--- src/rtl/constants_pkg.sv ---
// Architecture-wide sizing constants shared by the pipeline blocks.
package constants_pkg;
  localparam int ARCH_LEN     = 32;
  localparam int REG_FILE_LEN = 32;
  localparam int ROB_DEPTH    = 8;
endpackage

--- src/rtl/instruction_pkg.sv ---
// Instruction-level record types; rob_entry_t is one reorder-buffer slot.
package instruction_pkg;
  import constants_pkg::*;

  localparam int ENTRY_REG_W = $clog2(REG_FILE_LEN);

  typedef struct packed {
    logic                   busy;
    logic                   done;
    logic                   exc;
    logic                   we;
    logic                   is_store;
    logic [ENTRY_REG_W-1:0] dst_reg;
    logic [ARCH_LEN-1:0]    data;
  } rob_entry_t;
endpackage

--- src/rtl/reorder_buffer.sv ---
// Circular reorder buffer: allocates at the tail in program order, accepts
// out-of-order results by ID, and retires completed entries from the head.
module reorder_buffer
  import constants_pkg::*;
  import instruction_pkg::*;
#(
  parameter  int DEPTH  = ROB_DEPTH,
  parameter  int DATA_W = ARCH_LEN,
  parameter  int REG_W  = $clog2(REG_FILE_LEN),
  localparam int ID_W   = $clog2(DEPTH)
) (
  input  logic              clk,
  input  logic              rst_n,
  input  logic              alloc_valid_i,
  output logic              alloc_ready_o,
  input  logic [REG_W-1:0]  alloc_dst_reg_i,
  input  logic              alloc_we_i,
  input  logic              alloc_is_store_i,
  output logic [ID_W-1:0]   alloc_id_o,
  input  logic              wb_valid_i,
  input  logic [ID_W-1:0]   wb_id_i,
  input  logic [DATA_W-1:0] wb_data_i,
  input  logic              wb_exc_i,
  output logic              commit_valid_o,
  input  logic              commit_ready_i,
  output logic [ID_W-1:0]   commit_id_o,
  output logic [REG_W-1:0]  commit_dst_reg_o,
  output logic [DATA_W-1:0] commit_data_o,
  output logic              commit_we_o,
  output logic              commit_is_store_o,
  output logic              commit_exc_o,
  input  logic              flush_i,
  output logic [ID_W:0]     count_o,
  output logic              empty_o,
  output logic              full_o
);

  rob_entry_t      mem [DEPTH];
  rob_entry_t      head_entry;
  logic [ID_W:0]   head_reg;
  logic [ID_W:0]   tail_reg;
  logic [ID_W-1:0] head_idx;
  logic [ID_W-1:0] tail_idx;
  logic            alloc_fire;
  logic            commit_fire;

  assign head_idx   = head_reg[ID_W-1:0];
  assign tail_idx   = tail_reg[ID_W-1:0];
  assign head_entry = mem[head_idx];

  // Extra pointer MSB distinguishes full from empty when the indices match.
  assign full_o  = (head_reg[ID_W] != tail_reg[ID_W]) && (head_idx == tail_idx);
  assign empty_o = (head_reg == tail_reg);
  assign count_o = tail_reg - head_reg;

  assign alloc_ready_o = !full_o;
  assign alloc_id_o    = tail_idx;
  assign alloc_fire    = alloc_valid_i && alloc_ready_o;

  assign commit_valid_o    = head_entry.busy && head_entry.done;
  assign commit_fire       = commit_valid_o && commit_ready_i;
  assign commit_id_o       = head_idx;
  assign commit_dst_reg_o  = REG_W'(head_entry.dst_reg);
  assign commit_data_o     = DATA_W'(head_entry.data);
  assign commit_we_o       = head_entry.we;
  assign commit_is_store_o = head_entry.is_store;
  assign commit_exc_o      = head_entry.exc;

  // Only the status bits are reset; payload fields hold until rewritten.
  always_ff @(posedge clk or negedge rst_n) begin
    if (!rst_n) begin
      head_reg <= '0;
      tail_reg <= '0;
      for (int i = 0; i < DEPTH; i++) begin
        mem[i].busy <= 1'b0;
        mem[i].done <= 1'b0;
        mem[i].exc  <= 1'b0;
      end
    end else if (flush_i) begin
      head_reg <= '0;
      tail_reg <= '0;
      for (int i = 0; i < DEPTH; i++) begin
        mem[i].busy <= 1'b0;
        mem[i].done <= 1'b0;
        mem[i].exc  <= 1'b0;
      end
    end else begin
      // Allocation only targets a free slot, and writeback only a busy one,
      // so the two can never collide on the same entry.
      if (wb_valid_i && mem[wb_id_i].busy) begin
        mem[wb_id_i].done <= 1'b1;
        mem[wb_id_i].exc  <= wb_exc_i;
        mem[wb_id_i].data <= ARCH_LEN'(wb_data_i);
      end
      if (commit_fire) begin
        mem[head_idx].busy <= 1'b0;
        mem[head_idx].done <= 1'b0;
        head_reg           <= head_reg + 1'b1;
      end
      if (alloc_fire) begin
        mem[tail_idx].busy     <= 1'b1;
        mem[tail_idx].done     <= 1'b0;
        mem[tail_idx].exc      <= 1'b0;
        mem[tail_idx].we       <= alloc_we_i;
        mem[tail_idx].is_store <= alloc_is_store_i;
        mem[tail_idx].dst_reg  <= ENTRY_REG_W'(alloc_dst_reg_i);
        tail_reg               <= tail_reg + 1'b1;
      end
    end
  end

endmodule

--- config.mk ---
export PLATFORM = sky130hd
export DESIGN_NAME = reorder_buffer
export DESIGN_NICKNAME = d
export VERILOG_FILES = /design/src/rtl/constants_pkg.sv /design/src/rtl/instruction_pkg.sv /design/src/rtl/reorder_buffer.sv
export SDC_FILE = /design/constraint.sdc
export NUM_CORES = 1
export LEC_CHECK = 0
export BUFFER_PORTS_ARGS = -buffer_cell sky130_fd_sc_hd__buf_2
export CAP_MARGIN = 20
export CELL_PAD_IN_SITES_DETAIL_PLACEMENT = 0
export CELL_PAD_IN_SITES_GLOBAL_PLACEMENT = 1
export CORE_MARGIN = 4
export CORE_UTILIZATION = 46
export CTS_CLUSTER_DIAMETER = 40
export DETAILED_ROUTE_END_ITERATION = 8
export GPL_ROUTABILITY_DRIVEN = 0
export MAX_ROUTING_LAYER = met4
export PLACE_DENSITY_LB_ADDON = 0.08
export SYNTH_ARGS = -nofsm -noshare
export SYNTH_HDL_FRONTEND = slang
export SYNTH_SLANG_ARGS = --single-unit
export TNS_END_PERCENT = 10
--- constraint.sdc ---
create_clock -name clk -period 3.8 [get_ports clk]
set_clock_uncertainty 0.05 [all_clocks]
set_input_delay 0.38 -clock clk [delete_from_list [all_inputs] [get_ports clk]]
set_output_delay 0.38 -clock clk [all_outputs]
set_load 0.03 [all_outputs]
==> out/results.ini, run 1 <==
[logic_synthesis]
async_reset_ff_share_pct = 9.302
synth_common_cells = edfxtp_1 (312), and2_1 (59), nor2_1 (51)
yosysTopAreaCellShare_pct = 65.62
syn_inst = 892
syn_avg_cell_area_sq_um = 16.01
synth.yosys.seq_area_share_pct = 71.23
ys_ff_latch = 344
yosysUniqueCellTypes = 61
synth_area_leaders = edfxtp_1 (66%), dfrtp_1 (5.6%), mux4_2 (3.6%), and2_1 (2.6%), mux2_2 (2.5%)
synth_area_sq_um = 14280
yosysTopAreaCell = edfxtp_1
ys.flop_type = edfxtp_1
yosysMostFrequentCell = edfxtp_1
syn_nets = 947
synth_edf_count = 312
ys_warn_count = 0

[cells_and_area]
fillers = 2466
largest_reg_flops = 336
finalNonFillerCells = 1468
final_layout_size_suffix_gt1_share_pct = 28.79
final_area_sq_um = 17160
layout-area-overhead-vs-synth_pct = 20.17
fin_nets = 1086

[timing]
period_share_pct = 88.46
hold_viol_final = 0
drv_slew = 0
relSlewSlack_pct = 23.93
layout_min_cycle_time_ns = 3.361
rsz0062_at_grt = no
max_freq_mhz = 297.5
worst_slew_pin_slew_ns = 1.137
setup_viol = 0

[power]
p_comb_share_pct = 2.5
irDropWorstVdd_uv = 348.7
p_sw_w = 0.001879
power_density_nw_per_um2 = 527.9
pwr-share-clk_pct = 51.7
intPower_w = 0.007178
total_power_w = 0.009057
switching_share_pct = 20.75
leakage_nw = 5.894
p_seq_share_pct = 45.8

[setup_path]
cp_data_required_time_ns = 3.37
crit_path_end_kind = primary output
reg2reg_slack_ns = 0.88
r2r_start = head_reg[0]
startpoint = head_reg[2]
start_kind = flip-flop
cp-endpoint = commit_data_o[20]
critPathKind = reg -> out
crit_arrival_ns = 2.93
ff2ff_path_depth = 6
worstPathMaxFanout = 30
rr_endpoint = mem[329]

[routing]
drc_errors = 0
wire_per_inst_um = 24.91
drt_iter0_drc = 818
viasPerCell = 5.834
dr_total_vias = 8564
detail_route.wirelength_um = 36560
dr.pass1.iters = 4
ant_nets = 0

[global_route]
grt_usage_pct = 22.40
grt_overflow = 0
antenna_found_initial = 2
top_usage_layer = met2
grtUsageMet1_pct = 32.54
grt_use_met2_pct = 33.48
grt_pass1_vias = 8712
grt_use_met3_pct = 4.066
grt_pass1_wl_um = 55500
grt_max_degree = 89

[cts]
cts_buffers = 49
cts_tree = done
htreeDepth = 2
clock-sinks = 344
insertion_delay_ns = 0.54
root_buffer = clkbuf_16
cts.clk_slew.worst_paths_ns = 0.06
ctsResizeCount = 0
cts_buffer_depth = 3

[run_status]
run_status = complete, no violations

[floorplanning]
die_h_um = 184.2
placement_rows = 64
dieArea_sq_um = 33920
start_util_pct = 46.67
io_pins = 103
coreArea_sq_um = 30590
die-width_um = 184.2

[placed_design]
placed_cells = 1375
io_buffers = 102
postPlaceCellArea_sq_um = 15430
dp_hpwl_um = 21600

[min_path]
hold_class = in -> reg
whs_path_depth = 1

[run]
maxCapViolCount = 0

## layer usage
layer / vias up / part of all wire, %
li1: 3834 / -
met1: 4444 / 46
met2: 238 / 46
met3: 48 / 5.9
met4: 0 / 1.7
met5: - / 0
## worst min path at each step
stage               slack (ns)     endpoint     startpoint
finish                    0.04     mem[198]  wb_data_i[30]
global route              0.04     mem[216]   wb_data_i[6]
CTS                       0.02     mem[114]  wb_data_i[30]
detailed placement        0.45  tail_reg[0]          rst_n
global placement          0.47  tail_reg[2]          rst_n
floorplan                 0.03  head_reg[0]          rst_n
## logic make-up (layout without fill, tap and decap cells)
kind of cell               count (synthesis)  after routing  synth area share, %
muxes                                     74             74                7.484
xor gates and xnor gates                   8              8               0.6748
adders and majority gates                  6              6               0.5784
AOI/OAI and AO/OA                        169            169                9.386
other                                      0              2                    0
and+or+nand+nor                          217            217                8.194
buffers and inverters                     74            252                2.454
DFF                                      344            344                71.23
## power groups by stage
stage          Combinational, W  Clock (W)  Sequential [W]
2_1_floorplan          0.000111          0         0.00422
3_3_place_gp           0.000227          0         0.00422
3_5_place_dp           0.000229          0         0.00423
4_1_cts                0.000230    0.00475         0.00415
5_1_grt                0.000251    0.00494         0.00415
6_report               0.000229    0.00468         0.00415
## layout by cell type, fill, tap and decap left out, types with 19 or more instances in the layout
cell type  synthesis  routed
buf_4             12      38
nor2_1            51      45
a221oi_1          39      39
buf_2             22     102
mux4_2            23      23
a21oi_1           21      21
a22oi_1           36      36
mux2_2            32      32
nand2_1           29      29
clkbuf_16          0      51
dfrtp_1           32      29
edfxtp_1         312     312
nor3_1            22      19
and2_1            59      59
mux2i_1           19      19
## per-stage QoR
stage / setup WS [ns] / hold slack (ns) / utilization (%) / TNS [ns]
global route: 0.2095 / 0.03554 / 56.09 / 0
floorplan: -0.2007 / 0.03441 / - / -6.421
finish: 0.4386 / 0.04313 / 56.09 / 0
CTS: 0.3482 / 0.02173 / 56.07 / 0
global placement: 0.8887 / 0.4686 / 50.45 / 0
detailed placement: 0.8932 / 0.4544 / 50.45 / 0
## worst max-delay path, stage by stage, from the launching register on
cell	delay [ns]
dfrtp_2	0.43
buf_4	0.42
nand2_1	0.28
nor2_4	0.59
a22oi_1	0.22
o2111ai_1	0.16
buf_2	0.25
## cell type report
class                           instances  area (sq um)  area share (%)
Sequential cell                       344         10180           59.32
Multi-Input combinational cell        474          3834           22.34
Clock buffer                           57          1319           7.686
Timing Repair Buffer                  144         865.8           5.046
Tap cell                              396         495.5           2.888
Clock inverter                         33         392.9           2.290
Inverter                               18         67.56          0.3938
Antenna cell                            2         5.005         0.02917
## what timing repair did
| action | 4_1_cts | 5_1_grt |
|---|---|---|
| hold buffers | 1 | 0 |
| buffers inserted | 0 | 0 |
| hold endpoints to repair | 32 | 0 |
Power figures use the tool's default switching activity.
==> inputs of run 2 (changes only) <==
--- a/config.mk
+++ b/config.mk
@@ -7,3 +7,3 @@
 export LEC_CHECK = 0
-export BUFFER_PORTS_ARGS = -buffer_cell sky130_fd_sc_hd__buf_2
+export BUFFER_PORTS_ARGS = -buffer_cell sky130_fd_sc_hd__buf_4
 export CAP_MARGIN = 20
@@ -16,2 +16,3 @@
 export GPL_ROUTABILITY_DRIVEN = 0
+export HOLD_SLACK_MARGIN = 0.08
 export MAX_ROUTING_LAYER = met4
==> constraint.sdc (replaced) <==
create_clock -name clk -period 3.8 [get_ports clk]
set_clock_uncertainty 0.05 [all_clocks]
set_input_delay 1.14 -clock clk [delete_from_list [all_inputs] [get_ports clk]]
set_output_delay 1.14 -clock clk [all_outputs]
set_load 0.03 [all_outputs]
==> run 2 against run 1 <==
  * Wire length fell by 0.50%
  * Global-route usage down 0.36 points
  * Cell count up 0.75%
  * Critical path depth decreased by 1
  * Die area unchanged
  * Worst setup slack worse by 0.38 ns
  * Largest cell class unchanged
==> out/results.ini, run 2 (synthesis results as in run 1) <==
[run_status]
run_status = complete, no violations

[floorplanning]
die_h_um = 184.2
die-width_um = 184.2
dieArea_sq_um = 33920
placement_rows = 64
io_pins = 103
start_util_pct = 46.67
coreArea_sq_um = 30590

[routing]
dr.pass1.iters = 5
dr_total_vias = 8584
ant_nets = 0
wire_per_inst_um = 24.60
drt_iter0_drc = 660
drc_errors = 0
detail_route.wirelength_um = 36380
viasPerCell = 5.804

[setup_path]
r2r_start = head_reg[2]
crit_path_top_delay_cell = dfrtp_4
startpoint = head_reg[1]
ff2ff_path_depth = 7
crit_path_end_kind = primary output
critical_path_buf_inv_count = 2
crit_top_cell = buf_4
crit_arrival_ns = 2.55
slowest_delay_ns = 0.56
critPathKind = reg -> out
start_kind = flip-flop
cp_data_required_time_ns = 2.61
cp.depth = 5
path_cells = buf_4 > mux2_2 > a221oi_1 > o22ai_1 > buf_4
worstPathMaxFanout = 16
crit_family = flip-flops

[power]
irDropWorstVdd_uv = 564.9
leakage_nw = 6.037
total_power_w = 0.008887
power_density_nw_per_um2 = 506.1

[min_path]
hold_class = reg -> reg
whs_path_depth = 2
hp-start = mem[334]

[placed_design]
dpl_worst_slack_ns = 0.5052
placed_cells = 1391
dp_hpwl_um = 22620
io_buffers = 102

[global_route]
grt_usage_pct = 22.04
grt_overflow = 0
antenna_found_initial = 0
grt_pass1_wl_um = 54470
grt_max_degree = 35
grt_pass1_vias = 8643

[timing]
max_freq_mhz = 267.1
drv_slew = 0
setup_ws_ns = 0.05587
period_share_pct = 98.53
hold_viol_final = 0
worst_slew_pin_slew_ns = 0.9181
setup_viol = 0
layout_min_cycle_time_ns = 3.744
rsz0062_at_grt = no
relSlewSlack_pct = 38.57

[cells_and_area]
fin_nets = 1100
final_common_cell = edfxtp_1
finalNonFillerCells = 1479
diodes = 0
fillers = 2442
largest_reg_flops = 336
final_cell_mix = edfxtp_1 (312), buf_4 (148), and2_1 (59)
final_layout_size_suffix_gt1_share_pct = 30.29
multi_input_comb_area_sq_um = 3851
seq_area_sq_um = 10180
layout-area-overhead-vs-synth_pct = 23.00

[cts]
cts_hold_buf = 0
cts_tree = done
cts_buffer_depth = 3
cts.clk_slew.worst_paths_ns = 0.06
cts_buffers = 46
htreeDepth = 2
root_buffer = clkbuf_16
clock-sinks = 344
insertion_delay_ns = 0.54

[run]
maxCapViolCount = 0

==> run 2: cell count changes in the layout (fill, tap and decap cells not counted), moves of 3 or more <==
cell | before | now
buf_4 | 38 | 148
buf_2 | 102 | 0
buf_12 | 3 | 9
clkbuf_16 | 51 | 46
buf_6 | 0 | 3
clkinv_4 | 6 | 3
inv_8 | 1 | 4
==> run 2: cell type report <==
cell class	count	share of cell area, %
clock inverters	37	2.636
clock buffers	49	6.619
repair buffers	161	7.631
multi-input cells	474	21.93
inverters	18	0.3848
well taps	396	2.822
flip-flops and latches	344	57.98
==> run 2: per-stage QoR <==
stage | area [sq um] | TNS (ns) | utilization, % | hold WS, ns
finish | 17560 | 0 | 57.41 | 0.5185
global route | 17560 | 0 | 57.41 | 0.5358
CTS | 17530 | -0.1178 | 57.31 | 0.5185
detailed placement | 15880 | 0 | 51.92 | 0.5099
global placement | 15880 | 0 | 51.92 | 0.5057
floorplan | 14280 | -46.79 | - | 0.4712
==> run 2: where the power goes <==
part,internal (W),switching [W],total [W]
Sequential,0.00413,0.0000147,0.00415
Combinational,0.0000872,0.000165,0.000253
Clock,0.00281,0.00168,0.00449
Total,0.00703,0.00186,0.00889
==> run 2: worst min-delay path, delay by kind of cell (launching register included) <==
family / cells / cell delay (ns)
buffers and inverters: 1 / 0.07
AO/OA/AOI/OAI: 1 / 0.06
flip-flops: 1 / 0.39
==> run 2: worst paths after layout <==
kind	end	slack (ns)
min in group asynchronous	tail_reg[2]	0.62
worst min-delay path	mem[334]	0.52
max in group asynchronous	head_reg[2]	2.72
worst max-delay path	commit_exc_o	0.06
worst min register to register	mem[334]	0.52
worst max register to register	mem[248]	0.73
==> run 2: what timing repair did <==
item | in CTS | in global routing
pin swaps | 0 | 0
resized for setup | 3 | 6
gates cloned | 0 | 0
buffers inserted | 1 | 1
endpoints found under the setup margin | 20 | 18
==> run 2: routing by layer <==
metal / up-vias / routed length, um / track usage, %
met2: 267 / 16640 / 32.42
met1: 4410 / 16950 / 32.53
li1: 3851 / - / -
met3: 56 / 2099 / 3.750
met5: - / 0 / -
met4: 0 / 687 / 5.324
==> inputs of run 3 (changes only) <==
Settings changed: ABC_CLOCK_PERIOD_IN_PS set to 3800, CELL_PAD_IN_SITES_DETAIL_PLACEMENT 0 to 1.
==> run 3 against run 2 <==
  * Power is 2.1% lower
  * Cell count shrank 0.34%
  * Wire length increased by 6.2%
  * Worst setup slack lost 0.030 ns
  * Largest cell class unchanged
  * Clock power shrank 4%
  * Critical endpoint is now commit_data_o[20]
  * Final area down 0.56%
  * Register-to-register slack about the same
  * Largest power group unchanged
==> out/results.ini, run 3 (synthesis results as in run 1) <==
[floorplanning]
placement_rows = 64
coreArea_sq_um = 30590
io_pins = 103
die_h_um = 184.2
die-width_um = 184.2
start_util_pct = 46.67
dieArea_sq_um = 33920

[cts]
root_buffer = clkbuf_16
clock-sinks = 344
insertion_delay_ns = 0.53
cts_buffers = 47
cts.clk_slew.worst_paths_ns = 0.05
cts_buffer_depth = 3
cts_hold_buf = 0
htreeDepth = 2
cts_tree = done

[setup_path]
crit_top_cell = buf_4
start_kind = flip-flop
ff2ff_path_depth = 7
startpoint = head_reg[1]
crit_path_end_kind = primary output
cp-endpoint = commit_data_o[20]
rr_endpoint = mem[247]
cp_data_required_time_ns = 2.61
worstPathMaxFanout = 24
r2r_start = head_reg[2]
path_cells = inv_2 > buf_4 > nor3_1 > buf_4 > a22oi_1 > o2111ai_1 > buf_4
critPathKind = reg -> out
reg2reg_slack_ns = 0.73
crit_path_top_delay_cell = dfrtp_4
crit_arrival_ns = 2.58
slowest_delay_ns = 0.63

[routing]
dr.pass1.iters = 5
drc_errors = 0
dr_total_vias = 8800
viasPerCell = 5.970
detail_route.wirelength_um = 38650
ant_nets = 0
wire_per_inst_um = 26.22
drt_iter0_drc = 667

[timing]
setup_viol = 0
max_freq_mhz = 265.0
period_share_pct = 99.32
rsz0062_at_grt = yes
tns_ns = 0
worst_slew_pin_slew_ns = 0.9253
drv_slew = 0
setup_ws_ns = 0.02574
hold_viol_final = 0
relSlewSlack_pct = 38.08
layout_min_cycle_time_ns = 3.774

[placed_design]
dp_hpwl_um = 24570
io_buffers = 102
postPlaceCellArea_sq_um = 15880
dpl_worst_slack_ns = 0.4493
placed_cells = 1391

[global_route]
antenna_found_initial = 0
grt_pass1_wl_um = 58970
grt_usage_pct = 23.86
grt_max_degree = 35
grt_pass1_vias = 9342
grt_overflow = 0

[cells_and_area]
final_area_sq_um = 17460
finalNonFillerCells = 1474
fin_nets = 1100
largest_reg_flops = 336
layout-area-overhead-vs-synth_pct = 22.31
final_cell_mix = edfxtp_1 (312), buf_4 (147), and2_1 (59)
diodes = 0
final_common_cell = edfxtp_1
final_layout_size_suffix_gt1_share_pct = 29.96
fillers = 2847

[power]
power_density_nw_per_um2 = 498.3
irDropWorstVdd_uv = 380.3
leakage_nw = 5.983

[min_path]
hold_class = reg -> reg

[run_status]
run_status = complete, no violations

[run]
maxCapViolCount = 0

==> run 3: per-stage QoR <==
stage | power [W] | util, % | hold WS (ns)
floorplan | 0.004334 | - | 0.4712
global placement | 0.004473 | 51.92 | 0.5057
detailed placement | 0.004480 | 51.92 | 0.5142
CTS | 0.008789 | 57.03 | 0.5270
global route | 0.008985 | 57.09 | 0.5582
finish | 0.008703 | 57.09 | 0.5274
==> run 3: cell type report <==
class	instances	area, sq um	share of cell area, %
well taps	396	495.5	2.837
multi-input cells	474	3854	22.07
inverters	18	67.56	0.3869
clock buffers	54	1202	6.885
repair buffers	160	1333	7.631
clock inverters	28	330.3	1.892
flip-flops and latches	344	10180	58.30
==> run 3: timing repair <==
action	in CTS	in global routing
gates resized for setup	5	6
setup buffers	1	0
endpoints found under the setup margin	20	16
==> run 3: worst max-delay path: cells and delay by family (launching register included) <==
kind | cells | cell delay, ns
buffers and inverters | 4 | 0.98
flip-flops | 1 | 0.63
AO/OA/AOI/OAI | 2 | 0.35
AND/OR/NAND/NOR | 1 | 0.07
==> run 3: where the power goes <==
| group | internal [W] | total, W | switching [W] | leakage, nW |
|---|---|---|---|---|
| clock | 0.00269 | 0.00430 | 0.00161 | 0.729 |
| combinational | 0.0000873 | 0.000255 | 0.000168 | 1.97 |
| sequential | 0.00413 | 0.00415 | 0.0000149 | 3.29 |
| total | 0.00691 | 0.00870 | 0.00179 | 5.98 |
==> run 3: worst min-delay path by stage <==
stage          endpoint  slack (ns)  startpoint  depth (start not counted)
6_report       mem[207]        0.53    mem[207]                          2
5_1_grt        mem[249]        0.56    mem[249]                          2
4_1_cts        mem[249]        0.53    mem[249]                          2
3_5_place_dp   mem[249]        0.51    mem[249]                          2
3_3_place_gp   mem[334]        0.51    mem[334]                          2
2_1_floorplan  mem[333]        0.47    mem[333]                          2
==> run 3: routing by layer <==
layer / vias to the layer above / track usage [%] / part of all wire (%)
li1: 3854 / - / -
met1: 4592 / 33.67 / 44
met2: 275 / 36.62 / 47
met3: 79 / 3.651 / 6.1
met4: 0 / 6.684 / 2.5
met5: - / - / 0
